==> src/rtl/mem_line_splitter_16b.sv <==
// mem_line_splitter_16b
// Splits 16B cache line requests into four 4B word requests and gathers the
// word responses back into a single 16B response. Sub-word requests (len 1..4)
// pass through as one beat.
//
// Message packing (MSB first):
//   16B request  [174:0] = {type_[2:0], opaque[7:0], addr[31:0], len[3:0], data[127:0]}
//   16B response [144:0] = {type_[2:0], opaque[7:0], test[1:0], len[3:0], data[127:0]}
//   4B  request  [76:0]  = {type_[2:0], opaque[7:0], addr[31:0], len[1:0], data[31:0]}
//   4B  response [46:0]  = {type_[2:0], opaque[7:0], test[1:0], len[1:0], data[31:0]}
//
// Configuration macro: MEM_LINE_SPLITTER_PIPELINED_EN
//   defined   : up to four word requests outstanding
//   undefined : one word request outstanding at a time

module mem_line_splitter_16b (
    input  logic         clk,
    input  logic         reset,

    input  logic [174:0] line_reqstream_msg,
    input  logic         line_reqstream_val,
    output logic         line_reqstream_rdy,

    output logic [144:0] line_respstream_msg,
    output logic         line_respstream_val,
    input  logic         line_respstream_rdy,

    output logic [76:0]  word_reqstream_msg,
    output logic         word_reqstream_val,
    input  logic         word_reqstream_rdy,

    input  logic [46:0]  word_respstream_msg,
    input  logic         word_respstream_val,
    output logic         word_respstream_rdy
);

    typedef enum logic [1:0] {
        ST_IDLE  = 2'd0,
        ST_ISSUE = 2'd1,
        ST_DRAIN = 2'd2,
        ST_RESP  = 2'd3
    } state_t;

    state_t         state_q,  state_d;
    logic [2:0]     icnt_q,   icnt_d;
    logic [2:0]     rcnt_q,   rcnt_d;
    logic [2:0]     nbeats_q, nbeats_d;
    logic [2:0]     type_q,   type_d;
    logic [7:0]     opaque_q, opaque_d;
    logic [31:0]    addr_q,   addr_d;
    logic [1:0]     wlen_q,   wlen_d;
    logic [127:0]   data_q,   data_d;
    logic [127:0]   gather_q, gather_d;
    logic [1:0]     test_q,   test_d;
    logic           issued_q, issued_d;

    logic           issue_ok_s;
    logic           line_req_fire_s;
    logic           line_resp_fire_s;
    logic           word_req_fire_s;
    logic           word_resp_fire_s;
    logic [3:0]     line_len_s;
    logic [1:0]     beat_s;
    logic [3:0]     resp_len_s;
    logic           unused_resp_bits_s;

    // Response type/opaque/len come back from memory but the latched request copy is authoritative.
    assign unused_resp_bits_s = ^{word_respstream_msg[46:36], word_respstream_msg[33:32], issued_q};

    assign line_len_s = line_reqstream_msg[131:128];
    assign beat_s     = icnt_q[1:0];

    // Outstanding-request gate for the word request port.
    always_comb begin
        issue_ok_s = 1'b0;
`ifdef MEM_LINE_SPLITTER_PIPELINED_EN
        issue_ok_s = (icnt_q < nbeats_q);
`else
        // Only issue once every earlier beat has been answered, and never back-to-back.
        issue_ok_s = (icnt_q < nbeats_q) && (icnt_q == rcnt_q) && !issued_q;
`endif
    end

    // Handshake outputs decoded from state only, forced low during reset.
    always_comb begin
        line_reqstream_rdy  = 1'b0;
        word_reqstream_val  = 1'b0;
        word_respstream_rdy = 1'b0;
        line_respstream_val = 1'b0;
        if (reset) begin
            line_reqstream_rdy  = 1'b0;
            word_reqstream_val  = 1'b0;
            word_respstream_rdy = 1'b0;
            line_respstream_val = 1'b0;
        end else begin
            line_reqstream_rdy  = (state_q == ST_IDLE);
            word_reqstream_val  = (state_q == ST_ISSUE) && issue_ok_s;
            word_respstream_rdy = (state_q == ST_ISSUE) || (state_q == ST_DRAIN);
            line_respstream_val = (state_q == ST_RESP);
        end
        line_req_fire_s  = line_reqstream_val  && line_reqstream_rdy;
        line_resp_fire_s = line_respstream_val && line_respstream_rdy;
        word_req_fire_s  = word_reqstream_val  && word_reqstream_rdy;
        word_resp_fire_s = word_respstream_val && word_respstream_rdy;
    end

    // Word request message: beat k of a line, or the single pass-through beat.
    always_comb begin
        word_reqstream_msg = 77'd0;
        if (nbeats_q == 3'd4) begin
            word_reqstream_msg = {type_q, {6'd0, beat_s}, {addr_q[31:4], beat_s, 2'b00},
                                  2'd0, data_q[{beat_s, 5'd0} +: 32]};
        end else begin
            word_reqstream_msg = {type_q, 8'd0, addr_q, wlen_q, data_q[31:0]};
        end
    end

    // Gathered line response message.
    always_comb begin
        resp_len_s          = 4'd0;
        line_respstream_msg = 145'd0;
        if (nbeats_q == 3'd4) begin
            resp_len_s          = 4'd0;
            line_respstream_msg = {type_q, opaque_q, test_q, resp_len_s, gather_q};
        end else begin
            if (wlen_q == 2'd0) begin
                resp_len_s = 4'd4;
            end else begin
                resp_len_s = {2'd0, wlen_q};
            end
            line_respstream_msg = {type_q, opaque_q, test_q, resp_len_s, {96'd0, gather_q[31:0]}};
        end
    end

    // Next-state logic: latch on accept, count beats, gather responses.
    always_comb begin
        state_d  = state_q;
        icnt_d   = icnt_q;
        rcnt_d   = rcnt_q;
        nbeats_d = nbeats_q;
        type_d   = type_q;
        opaque_d = opaque_q;
        addr_d   = addr_q;
        wlen_d   = wlen_q;
        data_d   = data_q;
        gather_d = gather_q;
        test_d   = test_q;
        issued_d = word_req_fire_s;

        if (word_req_fire_s) begin
            icnt_d = icnt_q + 3'd1;
        end else begin
            icnt_d = icnt_q;
        end

        if (word_resp_fire_s) begin
            gather_d[{rcnt_q[1:0], 5'd0} +: 32] = word_respstream_msg[31:0];
            rcnt_d = rcnt_q + 3'd1;
            test_d = word_respstream_msg[35:34];
        end else begin
            rcnt_d = rcnt_q;
        end

        case (state_q)
            ST_IDLE: begin
                if (line_req_fire_s) begin
                    type_d   = line_reqstream_msg[174:172];
                    opaque_d = line_reqstream_msg[171:164];
                    addr_d   = line_reqstream_msg[163:132];
                    data_d   = line_reqstream_msg[127:0];
                    if (line_len_s == 4'd0) begin
                        nbeats_d = 3'd4;
                        wlen_d   = 2'd0;
                    end else if (line_len_s <= 4'd4) begin
                        nbeats_d = 3'd1;
                        wlen_d   = line_len_s[1:0];
                    end else begin
                        // Illegal length: fall back to a full single word.
                        nbeats_d = 3'd1;
                        wlen_d   = 2'd0;
                    end
                    icnt_d   = 3'd0;
                    rcnt_d   = 3'd0;
                    gather_d = 128'd0;
                    test_d   = 2'd0;
                    state_d  = ST_ISSUE;
                end else begin
                    state_d = ST_IDLE;
                end
            end
            ST_ISSUE: begin
                if (rcnt_d == nbeats_q) begin
                    state_d = ST_RESP;
                end else if (icnt_d == nbeats_q) begin
                    state_d = ST_DRAIN;
                end else begin
                    state_d = ST_ISSUE;
                end
            end
            ST_DRAIN: begin
                if (rcnt_d == nbeats_q) begin
                    state_d = ST_RESP;
                end else begin
                    state_d = ST_DRAIN;
                end
            end
            ST_RESP: begin
                if (line_resp_fire_s) begin
                    state_d = ST_IDLE;
                end else begin
                    state_d = ST_RESP;
                end
            end
            default: begin
                state_d = ST_IDLE;
            end
        endcase
    end

    // State and datapath registers with synchronous reset.
    always_ff @(posedge clk) begin
        if (reset) begin
            state_q  <= ST_IDLE;
            icnt_q   <= 3'd0;
            rcnt_q   <= 3'd0;
            nbeats_q <= 3'd0;
            type_q   <= 3'd0;
            opaque_q <= 8'd0;
            addr_q   <= 32'd0;
            wlen_q   <= 2'd0;
            data_q   <= 128'd0;
            gather_q <= 128'd0;
            test_q   <= 2'd0;
            issued_q <= 1'b0;
        end else begin
            state_q  <= state_d;
            icnt_q   <= icnt_d;
            rcnt_q   <= rcnt_d;
            nbeats_q <= nbeats_d;
            type_q   <= type_d;
            opaque_q <= opaque_d;
            addr_q   <= addr_d;
            wlen_q   <= wlen_d;
            data_q   <= data_d;
            gather_q <= gather_d;
            test_q   <= test_d;
            issued_q <= issued_d;
        end
    end

`ifndef SYNTHESIS
    // Flag illegal request lengths in simulation.
    always @(posedge clk) begin
        if (!reset && line_req_fire_s && (line_len_s > 4'd4)) begin
            $error("mem_line_splitter_16b: illegal len %0d", line_len_s);
        end
    end

    function automatic string line_trace();
        return $sformatf("%s i%0d r%0d", state_q.name(), icnt_q, rcnt_q);
    endfunction
`endif

endmodule

==> config.mk <==
export PLATFORM = sky130hd
export DESIGN_NAME = mem_line_splitter_16b
export DESIGN_NICKNAME = d
export VERILOG_FILES = /design/src/rtl/mem_line_splitter_16b.sv
export SDC_FILE = /design/constraint.sdc
export NUM_CORES = 1
export LEC_CHECK = 0
export ABC_AREA = 1
export ABC_CLOCK_PERIOD_IN_PS = 3790
export BUFFER_PORTS_ARGS = -buffer_cell sky130_fd_sc_hd__buf_4
export CORE_AREA = 4 4 176 178
export CTS_CLUSTER_DIAMETER = 40
export CTS_CLUSTER_SIZE = 14
export DETAILED_ROUTE_END_ITERATION = 6
export DIE_AREA = 0 0 180 182
export GPL_TIMING_DRIVEN = 0
export HOLD_SLACK_MARGIN = 0.02
export PLACE_DENSITY = 0.82
export SYNTH_ARGS = -nofsm -noshare
export SYNTH_HDL_FRONTEND = slang
export SYNTH_SLANG_ARGS = --single-unit
==> constraint.sdc <==
create_clock -name clk -period 3.79 [get_ports clk]
set_input_delay 0.758 -clock clk [delete_from_list [all_inputs] [get_ports clk]]
set_output_delay 0.758 -clock clk [all_outputs]
set_load 0.03 [all_outputs]
==> impl_metrics.ini, run 1 <==
[status]
status = completed

[clocking]
clock_tree.root_cell = sky130_fd_sc_hd__clkbuf_16
clk_transition_reported_paths_ns = 0.06
max-clock-path-buffers = 3
post_cts_buffers = 0
tritoncts_num_sinks = 314
clock_tree_from_tritoncts = yes
cts-buffers-inserted = 42
cts-htree-levels = 2
clock_insertion_delay_worst_skew_ns = 0.52

[global_route]
grt_use_total_pct = 28.3
grt_pass1_vias = 14004
grt.overflow.total = 0
antenna_violations_before_repair = 0
grt_start_max_net_pins = 15
grt_first_pass_wirelength_mm = 75.0

[floorplanning]
placement_rows = 63
width_of_the_chip_um = 180
design.core.area_um2 = 29400
die_height_um = 182
fp.dieArea_um2 = 32800
initial_utilization_pct = 48.1
boundary_pin_count = 454

[place]
final_estimated_routing_congestion_in_global_placement = 0.929
pre_cts_slack_ns = 0.569
number_of_port_buffers = 433
hpwlAfterDp_mm = 38.6

[setup_path]
timing.critical_path.mode_cell = sky130_fd_sc_hd__inv_2
cells_along_the_critical_path = inv_2 > nor2_2 > inv_2 > nor2_1 > inv_1 > nand2_1 > buf_1 > o21ai_0 > buf_4
crit_required_ns = 3.03
crit_path_start_kind = register
worst_setup_path_end_kind = output pin
timing.critical_path.slowest_stage_cell = sky130_fd_sc_hd__dfxtp_1
timing.critical_path.arrival_ns = 3.01
critPathMaxStageDelay_ns = 0.41
worst-setup-path-type = register to output pin
critical_path_fanouts_max = 10

[worst_hold_path]
holdCritPathClass = input port to register

[yosys]
synth_top_flop_cell = sky130_fd_sc_hd__dfxtp_1
synth_top_area_share_pct = 44.5
synth.largest_area_cell = sky130_fd_sc_hd__dfxtp_1
synth_edf_count = 0
synth_sequential_area_ratio_pct = 44.5
syn-instance-count = 1775
synthDistinctLibCells = 36
ys_ff_latch = 314
synthesis.yosys.warnings = 0
asyncSetResetFlopFracSynth_pct = 0
synth_area_leaders = sky130_fd_sc_hd__dfxtp_1 44%, sky130_fd_sc_hd__inv_1 7.6%, sky130_fd_sc_hd__o21ai_0 7.5%
synth.avg_cell_area_um2 = 7.97
syn-cell-area_um2 = 14100
synthMostInstantiatedCell = sky130_fd_sc_hd__dfxtp_1
synth_top_cells_by_count = 314 x sky130_fd_sc_hd__dfxtp_1, 285 x sky130_fd_sc_hd__inv_1, 212 x sky130_fd_sc_hd__o21ai_0, 170 x sky130_fd_sc_hd__nand2_1, 164 x sky130_fd_sc_hd__nor2_1

[drt]
drcViolationCount = 0
antenna_violating_nets_post_route = 0
detailed_route_wire_length_per_cell_um = 18.4
dr.pass1.iters = 6
1st_iter_drt_viols = 994
post_drt_via_cell_ratio = 5.22
totalWireLength_mm = 49.3
vias = 14008

[sta]
layout_min_cycle_time_ns = 3.77
hold_viol = 0
actual_slew_at_the_worst_max_slew_pin_ns = 0.737
grt_setup_unrepaired = yes
finalCritPeriodShare_pct = 99.4
slew_viol_final = 0
max_freq_mhz = 265
post_route_hold_slack_ns = 0.433
setup_viol_count_final = 0
timing.clock.skew_ns = 0.0116
fin_ws_ns = 0.0216
worst_slew_margin_rel_pct = 50.9

[power_and_ir_drop]
power_density_nw_per_um2 = 542
p_leak_uw = 0.00832
peakVddDrop_mv = 0.384

[flow_run]
cap_viol_max_count = 0

[layout]
synthToLayoutAreaGrowth_pct = 37.1
nets = 2499
antennaDiodeCount = 0
layout_cell_share_with_drive_strength_beyond_1_pct = 31.7
worst paths after layout:
path | from | to | slack (ns) | cells after the start
hold / removal | line_reqstream_msg[84] | data_q[84]$_SDFFE_PP0P_ | 0.43 | 3
setup reg to reg | rcnt_q[0]$_SDFF_PP0_ | gather_q[88]$_SDFF_PP0_ | 0.44 | 11
setup / recovery | nbeats_q[2]$_SDFFE_PP0P_ | word_reqstream_msg[5] | 0.02 | 9
hold reg to reg | gather_q[30]$_SDFF_PP0_ | gather_q[30]$_SDFF_PP0_ | 0.45 | 2
per-layer routing:
metal	wire [µm]	vias to the layer above	GRT usage (%)
met3	4170	143	7.45
met5	0	-	0
met2	23800	670	50.0
met1	18900	6468	32.1
li1	-	6727	-
met4	2470	0	13.0
layout by cell type, fill, tap and decap left out, types with 4 or more instances in the layout:
cell type,instances
sky130_fd_sc_hd__inv_2,5
sky130_fd_sc_hd__a31oi_1,34
sky130_fd_sc_hd__ha_1,13
sky130_fd_sc_hd__buf_1,6
sky130_fd_sc_hd__a22o_1,71
sky130_fd_sc_hd__o31ai_1,32
sky130_fd_sc_hd__a211oi_1,8
sky130_fd_sc_hd__inv_6,4
sky130_fd_sc_hd__nand3_1,6
sky130_fd_sc_hd__clkinv_2,6
sky130_fd_sc_hd__nor3_1,26
sky130_fd_sc_hd__clkbuf_16,45
sky130_fd_sc_hd__a21oi_1,130
sky130_fd_sc_hd__nor2_1,164
sky130_fd_sc_hd__dfxtp_1,314
sky130_fd_sc_hd__a211oi_2,80
sky130_fd_sc_hd__nand2_2,4
sky130_fd_sc_hd__buf_2,30
sky130_fd_sc_hd__nand2_1,170
sky130_fd_sc_hd__buf_6,10
sky130_fd_sc_hd__inv_1,285
sky130_fd_sc_hd__buf_4,505
sky130_fd_sc_hd__clkinvlp_4,7
sky130_fd_sc_hd__o21ai_0,212
sky130_fd_sc_hd__bufinv_16,4
sky130_fd_sc_hd__conb_1,7
sky130_fd_sc_hd__nor2_2,4
sky130_fd_sc_hd__clkbuf_1,81
sky130_fd_sc_hd__clkinv_4,4
sky130_fd_sc_hd__inv_8,5
kinds of logic (layout without fill, tap and decap cells):
group,Yosys count,after routing,synth area share (%)
adders and majority gates,13,13,1.15
other,1,7,0.0265
and+or+nand+nor,380,380,10.8
AOI/OAI and AO/OA,572,572,27.5
xor gates and xnor gates,4,4,0.301
buffers and inverters,491,1002,15.8
DFF,314,314,44.5
where the power goes:
| part | switching [µW] | internal (µW) |
|---|---|---|
| clock network | 1610 | 2520 |
| registers | 177 | 3700 |
| logic | 1580 | 939 |
flip-flops by register name, indices dropped and copies added, names as in the netlist:
register and flops:
addr_q 32, data_q 128, gather_q 128, icnt_q 3, issued_q 1, nbeats_q 2, opaque_q 8, rcnt_q 3
state_q 2, test_q 2, type_q 3, wlen_q 2
critical path: cells and delay by family, from the launching register on:
family | cells | cell delay [ns]
and+or+nand+nor | 3 | 0.88
AOI/OAI and AO/OA | 1 | 0.22
buffers and inverters | 5 | 0.99
DFF | 1 | 0.41
through the flow:
step | cell area [µm²] | TNS, ns | std cells | utilization [%] | power [µW]
2_1_floorplan | 14200 | 0 | 1781 | - | 5490
3_3_place_gp | 17900 | 0 | 2604 | 60.9 | 6360
3_5_place_dp | 17900 | 0 | 2604 | 60.9 | 6420
4_1_cts | 19400 | 0 | 2682 | 65.9 | 10500
5_1_grt | 19400 | -1.59 | 2682 | 65.9 | 10900
6_report | 19400 | 0 | 2682 | 65.9 | 10500
cell type report:
cell class / count / area, µm²
repair buffers: 433 / 3250
clock inverters: 30 / 329
flip-flops and latches: 314 / 6290
multi-input cells: 976 / 5640
inverters: 293 / 1110
fillers: 2403 / 10000
plain buffers: 198 / 1130
clock buffers: 48 / 1160
well taps: 390 / 488
repair_timing:
action,4_1_cts,5_1_grt
setup endpoints to repair,0,28
endpoints found under the hold margin,0,0
hold buffers,0,0
resized for setup,0,1
Power figures use the tool's default switching activity.
==> run 2, diff against run 1 <==
Settings changed: CTS_BUF_LIST set to sky130_fd_sc_hd__clkbuf_16.
==> impl_metrics.ini, run 2 (synthesized netlist as in run 1, its figures left out) <==
[status]
violations = negative setup slack
status = finished, violations left

[power_and_ir_drop]
p_leak_uw = 0.00831
netSwitchingFraction_pct = 32.1
cellInternalPower_uw = 7110
peakVddDrop_mv = 0.383
share_comb_of_total_power_pct = 24.0
p_sw_uw = 3370
power_density_nw_per_um2 = 541
proportion_of_power_drawn_by_the_clock_network_pct = 39.0
p_seq_share_pct = 37.0

[drt]
post_drt_via_cell_ratio = 5.21
totalWireLength_mm = 49.4
1st_iter_drt_viols = 960
antenna_violating_nets_post_route = 0
vias = 13984
detailed_route_wire_length_per_cell_um = 18.4
drcViolationCount = 0
dr.pass1.iters = 5

[global_route]
use_met1_pct = 32.1
grt_use_total_pct = 28.4
grt.overflow.total = 0
groute.layer.met2.usage_pct = 49.9
use_met3_pct = 7.51
antenna_violations_before_repair = 0
grt_start_max_net_pins = 15
grt-busiest-layer = met2
grt_pass1_vias = 14006
grt_first_pass_wirelength_mm = 75.1

[clocking]
clock_tree.root_cell = sky130_fd_sc_hd__clkbuf_16
cts-htree-levels = 2
cts-buffers-inserted = 42
clock_tree_from_tritoncts = yes
tritoncts_num_sinks = 314
max-clock-path-buffers = 3
clock_insertion_delay_worst_skew_ns = 0.52
clk_transition_reported_paths_ns = 0.06

[setup_path]
timing.critical_path.slowest_stage_cell = sky130_fd_sc_hd__dfxtp_1
worst-setup-path-type = register to output pin
timing.critical_path.arrival_ns = 3.03
crit_path_start_kind = register
setup_slack_reg_to_reg_ns = 0.45
critical_path_fanouts_max = 10
crit_required_ns = 3.03
timing.critical_path.mode_cell = sky130_fd_sc_hd__inv_2
worst_setup_path_end_kind = output pin
cells_along_the_critical_path = inv_2 > nor2_2 > inv_2 > nor2_1 > inv_1 > nand2_1 > buf_1 > o21ai_0 > buf_4
critPathMaxStageDelay_ns = 0.41

[floorplanning]
boundary_pin_count = 454
design.core.area_um2 = 29400
placement_rows = 63
initial_utilization_pct = 48.1
fp.dieArea_um2 = 32800
die_height_um = 182
width_of_the_chip_um = 180

[layout]
layout_cell_share_with_drive_strength_beyond_1_pct = 31.6
synthToLayoutAreaGrowth_pct = 37.0
nets = 2499
fillerInstances = 2407
commonest_cells_after_routing_fill_and_taps_aside = 505 x sky130_fd_sc_hd__buf_4, 314 x sky130_fd_sc_hd__dfxtp_1, 286 x sky130_fd_sc_hd__inv_1, 212 x sky130_fd_sc_hd__o21ai_0, 170 x sky130_fd_sc_hd__nand2_1
post-route-cell-area_um2 = 19400
largest_registers = data_q: 128 flops, gather_q: 128 flops, addr_q: 32 flops
mostFrequentLayoutCell = sky130_fd_sc_hd__buf_4

[sta]
layout_min_cycle_time_ns = 3.79
worst_slew_margin_rel_pct = 51.0
setup-tns-final_ns = -0.0000615
max_freq_mhz = 264
hold_viol = 0
slew_viol_final = 0
fin_ws_ns = -0.0000615
setup_viol_count_final = 1
actual_slew_at_the_worst_max_slew_pin_ns = 0.734
grt_setup_unrepaired = yes
timing.clock.skew_ns = 0.0116
finalCritPeriodShare_pct = 100

[flow_run]
cap_viol_max_count = 0

[place]
pre_cts_slack_ns = 0.569
placement.cell_area_um2 = 17900
final_estimated_routing_congestion_in_global_placement = 0.929
hpwlAfterDp_mm = 38.6
number_of_port_buffers = 433

[worst_hold_path]
holdCritPathClass = input port to register
==> run 2: cell types whose count changed in the layout (fill, tap and decap cells not counted) <==
cell | previous run | this run
sky130_fd_sc_hd__inv_1 | 285 | 286
sky130_fd_sc_hd__clkinv_1 | 0 | 2
sky130_fd_sc_hd__diode_2 | 0 | 1
sky130_fd_sc_hd__clkbuf_1 | 81 | 80
sky130_fd_sc_hd__clkbuf_8 | 2 | 0
==> run 2: metrics by stage <==
stage          instances  utilization, %  total power, µW  hold slack, ns
4_1_cts             2682            65.9            10500           0.418
3_5_place_dp        2604            60.9             6420           0.440
2_1_floorplan       1781               -             5490           0.423
3_3_place_gp        2604            60.9             6360           0.436
5_1_grt             2682            65.9            10900           0.422
6_report            2683            65.9            10500           0.432
==> run 2: worst paths after layout <==
path	from	endpoint	depth (start not counted)
worst max-delay path	nbeats_q[2]$_SDFFE_PP0P_	word_reqstream_msg[5]	9
worst min-delay path	line_reqstream_msg[84]	data_q[84]$_SDFFE_PP0P_	3
worst max register to register	rcnt_q[0]$_SDFF_PP0_	gather_q[88]$_SDFF_PP0_	11
worst min register to register	gather_q[30]$_SDFF_PP0_	gather_q[30]$_SDFF_PP0_	2
==> run 2: worst max-delay path, delay by kind of cell, from the launching register on <==
kind / cells / cell delay [ns]
buffers and inverters: 5 / 0.99
flip-flops: 1 / 0.41
AND/OR/NAND/NOR: 3 / 0.88
AO/OA/AOI/OAI: 1 / 0.22
==> run 2: power groups by stage <==
stage	Sequential [µW]	Clock, µW	Combinational, µW
after floorplan	3930	0	1560
after global placement	3920	0	2440
after detailed placement	3940	0	2490
after CTS	3870	4120	2510
after global routing	3910	4280	2710
final	3880	4090	2520
==> run 2: repair_timing <==
action | in CTS | in global routing
hold buffers | 0 | 0
setup buffers | 0 | 0
endpoints found under the setup margin | 0 | 28
resized for setup | 0 | 1
==> run 2: final cells by class <==
class	count	area (µm²)	share of cell area, %
Sequential cell	314	6290	32.5
Multi-Input combinational cell	976	5640	29.1
Timing Repair Buffer	433	3250	16.8
Clock buffer	45	1130	5.81
Buffer	198	1130	5.81
Inverter	293	1110	5.72
Tap cell	390	488	2.52
Clock inverter	33	340	1.76
Antenna cell	1	2.50	0.0129
==> run 2: layer usage <==
metal	routed length, µm	up-vias
met3	4370	135
met5	0	-
met4	2430	0
li1	-	6716
met2	23800	679
met1	18800	6454
==> run 3, diff against run 2 <==
Settings changed: CORE_AREA 4 4 176 178 to unset, CORE_MARGIN set to 4, CORE_UTILIZATION set to 45, DIE_AREA 0 0 180 182 to unset, PLACE_DENSITY 0.82 to 0.78.
==> impl_metrics.ini, run 3 (synthesized netlist as in run 1, its figures left out) <==
[sta]
setup-tns-final_ns = 0
max_freq_mhz = 280
actual_slew_at_the_worst_max_slew_pin_ns = 0.698
layout_min_cycle_time_ns = 3.57
setup_viol_count_final = 0
slew_viol_final = 0
timing.clock.skew_ns = 0.0127
hold_viol = 0
finalCritPeriodShare_pct = 94.2
grt_setup_unrepaired = no
worst_slew_margin_rel_pct = 53.5

[drt]
antenna_violating_nets_post_route = 0
dr.pass1.iters = 5
drcViolationCount = 0
detailed_route_wire_length_per_cell_um = 18.4
post_drt_via_cell_ratio = 5.19
vias = 13979
1st_iter_drt_viols = 951
totalWireLength_mm = 49.6

[clocking]
tritoncts_num_sinks = 314
cts-htree-levels = 2
max-clock-path-buffers = 3
clock_tree.root_cell = sky130_fd_sc_hd__clkbuf_16
clock_tree_from_tritoncts = yes
clk_transition_reported_paths_ns = 0.06
cts-buffers-inserted = 44
clock_insertion_delay_worst_skew_ns = 0.53

[layout]
layout_cell_share_with_drive_strength_beyond_1_pct = 31.8
nets = 2501
mostFrequentLayoutCell = sky130_fd_sc_hd__buf_4
ff_latch_area_um2 = 6290
post-route-cell-area_um2 = 19500
multiInputGateArea_um2 = 5640
commonest_cells_after_routing_fill_and_taps_aside = 505 x sky130_fd_sc_hd__buf_4, 314 x sky130_fd_sc_hd__dfxtp_1, 289 x sky130_fd_sc_hd__inv_1, 212 x sky130_fd_sc_hd__o21ai_0, 170 x sky130_fd_sc_hd__nand2_1
synthToLayoutAreaGrowth_pct = 37.7
antennaDiodeCount = 0
fillerInstances = 2670
largest_registers = data_q: 128 flops, gather_q: 128 flops, addr_q: 32 flops

[place]
hpwlAfterDp_mm = 38.9
final_estimated_routing_congestion_in_global_placement = 0.955
number_of_port_buffers = 433
placement.cell_area_um2 = 17900

[worst_hold_path]
holdCritPathClass = input port to register

[global_route]
grt_use_total_pct = 27.3
grt_pass1_vias = 13851
grt_start_max_net_pins = 15
grt_first_pass_wirelength_mm = 74.4
grt.overflow.total = 0
antenna_violations_before_repair = 0

[power_and_ir_drop]
share_comb_of_total_power_pct = 23.7
p_sw_uw = 3410
p_seq_share_pct = 36.3
netSwitchingFraction_pct = 32.0
p_leak_uw = 0.00837
proportion_of_power_drawn_by_the_clock_network_pct = 40.1
power_density_nw_per_um2 = 548
peakVddDrop_mv = 0.373
cellInternalPower_uw = 7250

[floorplanning]
initial_utilization_pct = 45.9
boundary_pin_count = 454
die_height_um = 185
placement_rows = 64
design.core.area_um2 = 30800
fp.dieArea_um2 = 34300
width_of_the_chip_um = 185

[flow_run]
cap_viol_max_count = 0

[setup_path]
worst_setup_path_end_kind = output pin
crit_required_ns = 3.03
crit_path_start_kind = register
critical_path_fanouts_max = 10
worst-setup-path-type = register to output pin
timing.critical_path.arrival_ns = 2.81

[status]
status = completed
run 3: final cells by class:
type                    instances  share of cell area, %
clock buffers                  46                   5.91
clock inverters                35                   2.08
well taps                     396                   2.54
repair buffers                433                   16.7
inverters                     293                   5.69
plain buffers                 198                   5.80
flip-flops and latches        314                   32.3
multi-input cells             976                   29.0
run 3: what timing repair did:
item | in CTS | in global routing
hold buffers | 0 | 0
cloned | 0 | 0
buffers inserted | 0 | 0
endpoints found under the setup margin | 1 | 19
resized for setup | 1 | 5
run 3: layer usage:
| layer | GRT usage (%) | vias up | routed length [µm] |
|---|---|---|---|
| li1 | - | 6725 | - |
| met1 | 31.8 | 6518 | 19200 |
| met2 | 49.0 | 631 | 24600 |
| met3 | 6.38 | 105 | 4110 |
| met4 | 9.31 | 0 | 1630 |
| met5 | 0 | - | 0 |
run 3: critical path, stage by stage (launching register included):
cell,delay (ns)
sky130_fd_sc_hd__dfxtp_1,0.42
sky130_fd_sc_hd__nor2_2,0.13
sky130_fd_sc_hd__inv_2,0.26
sky130_fd_sc_hd__clkbuf_1,0.56
sky130_fd_sc_hd__clkbuf_1,0.55
sky130_fd_sc_hd__nor2_1,0.15
sky130_fd_sc_hd__buf_4,0.21
run 3: power by group through the flow:
stage | logic (µW) | clock network, µW | registers [µW]
final | 2520 | 4270 | 3870
after global routing | 2730 | 4460 | 3900
after CTS | 2520 | 4300 | 3860
after detailed placement | 2500 | 0 | 3930
after global placement | 2440 | 0 | 3920
after floorplan | 1560 | 0 | 3930
run 3: path summary, 6_finish.rpt:
kind	startpoint	to	slack, ns	cells past startpoint
worst max-delay path	nbeats_q[0]$_SDFFE_PP0P_	line_respstream_msg[90]	0.22	6
worst min-delay path	line_reqstream_msg[14]	data_q[14]$_SDFFE_PP0P_	0.43	3
worst max register to register	rcnt_q[0]$_SDFF_PP0_	gather_q[56]$_SDFF_PP0_	0.52	11
worst min register to register	gather_q[21]$_SDFF_PP0_	gather_q[21]$_SDFF_PP0_	0.45	2
run 3: through the flow:
| step | cells | worst slack (ns) | utilization (%) | total power [µW] | hold WS (ns) |
|---|---|---|---|---|---|
| final | 2691 | 0.220 | 63.1 | 10700 | 0.427 |
| after global routing | 2691 | 0.0919 | 63.1 | 11100 | 0.410 |
| after CTS | 2691 | 0.102 | 63.1 | 10700 | 0.412 |
| after detailed placement | 2610 | 0.510 | 58.1 | 6420 | 0.437 |
| after global placement | 2610 | 0.513 | 58.1 | 6360 | 0.436 |
| after floorplan | 1781 | 1.10 | - | 5490 | 0.423 |
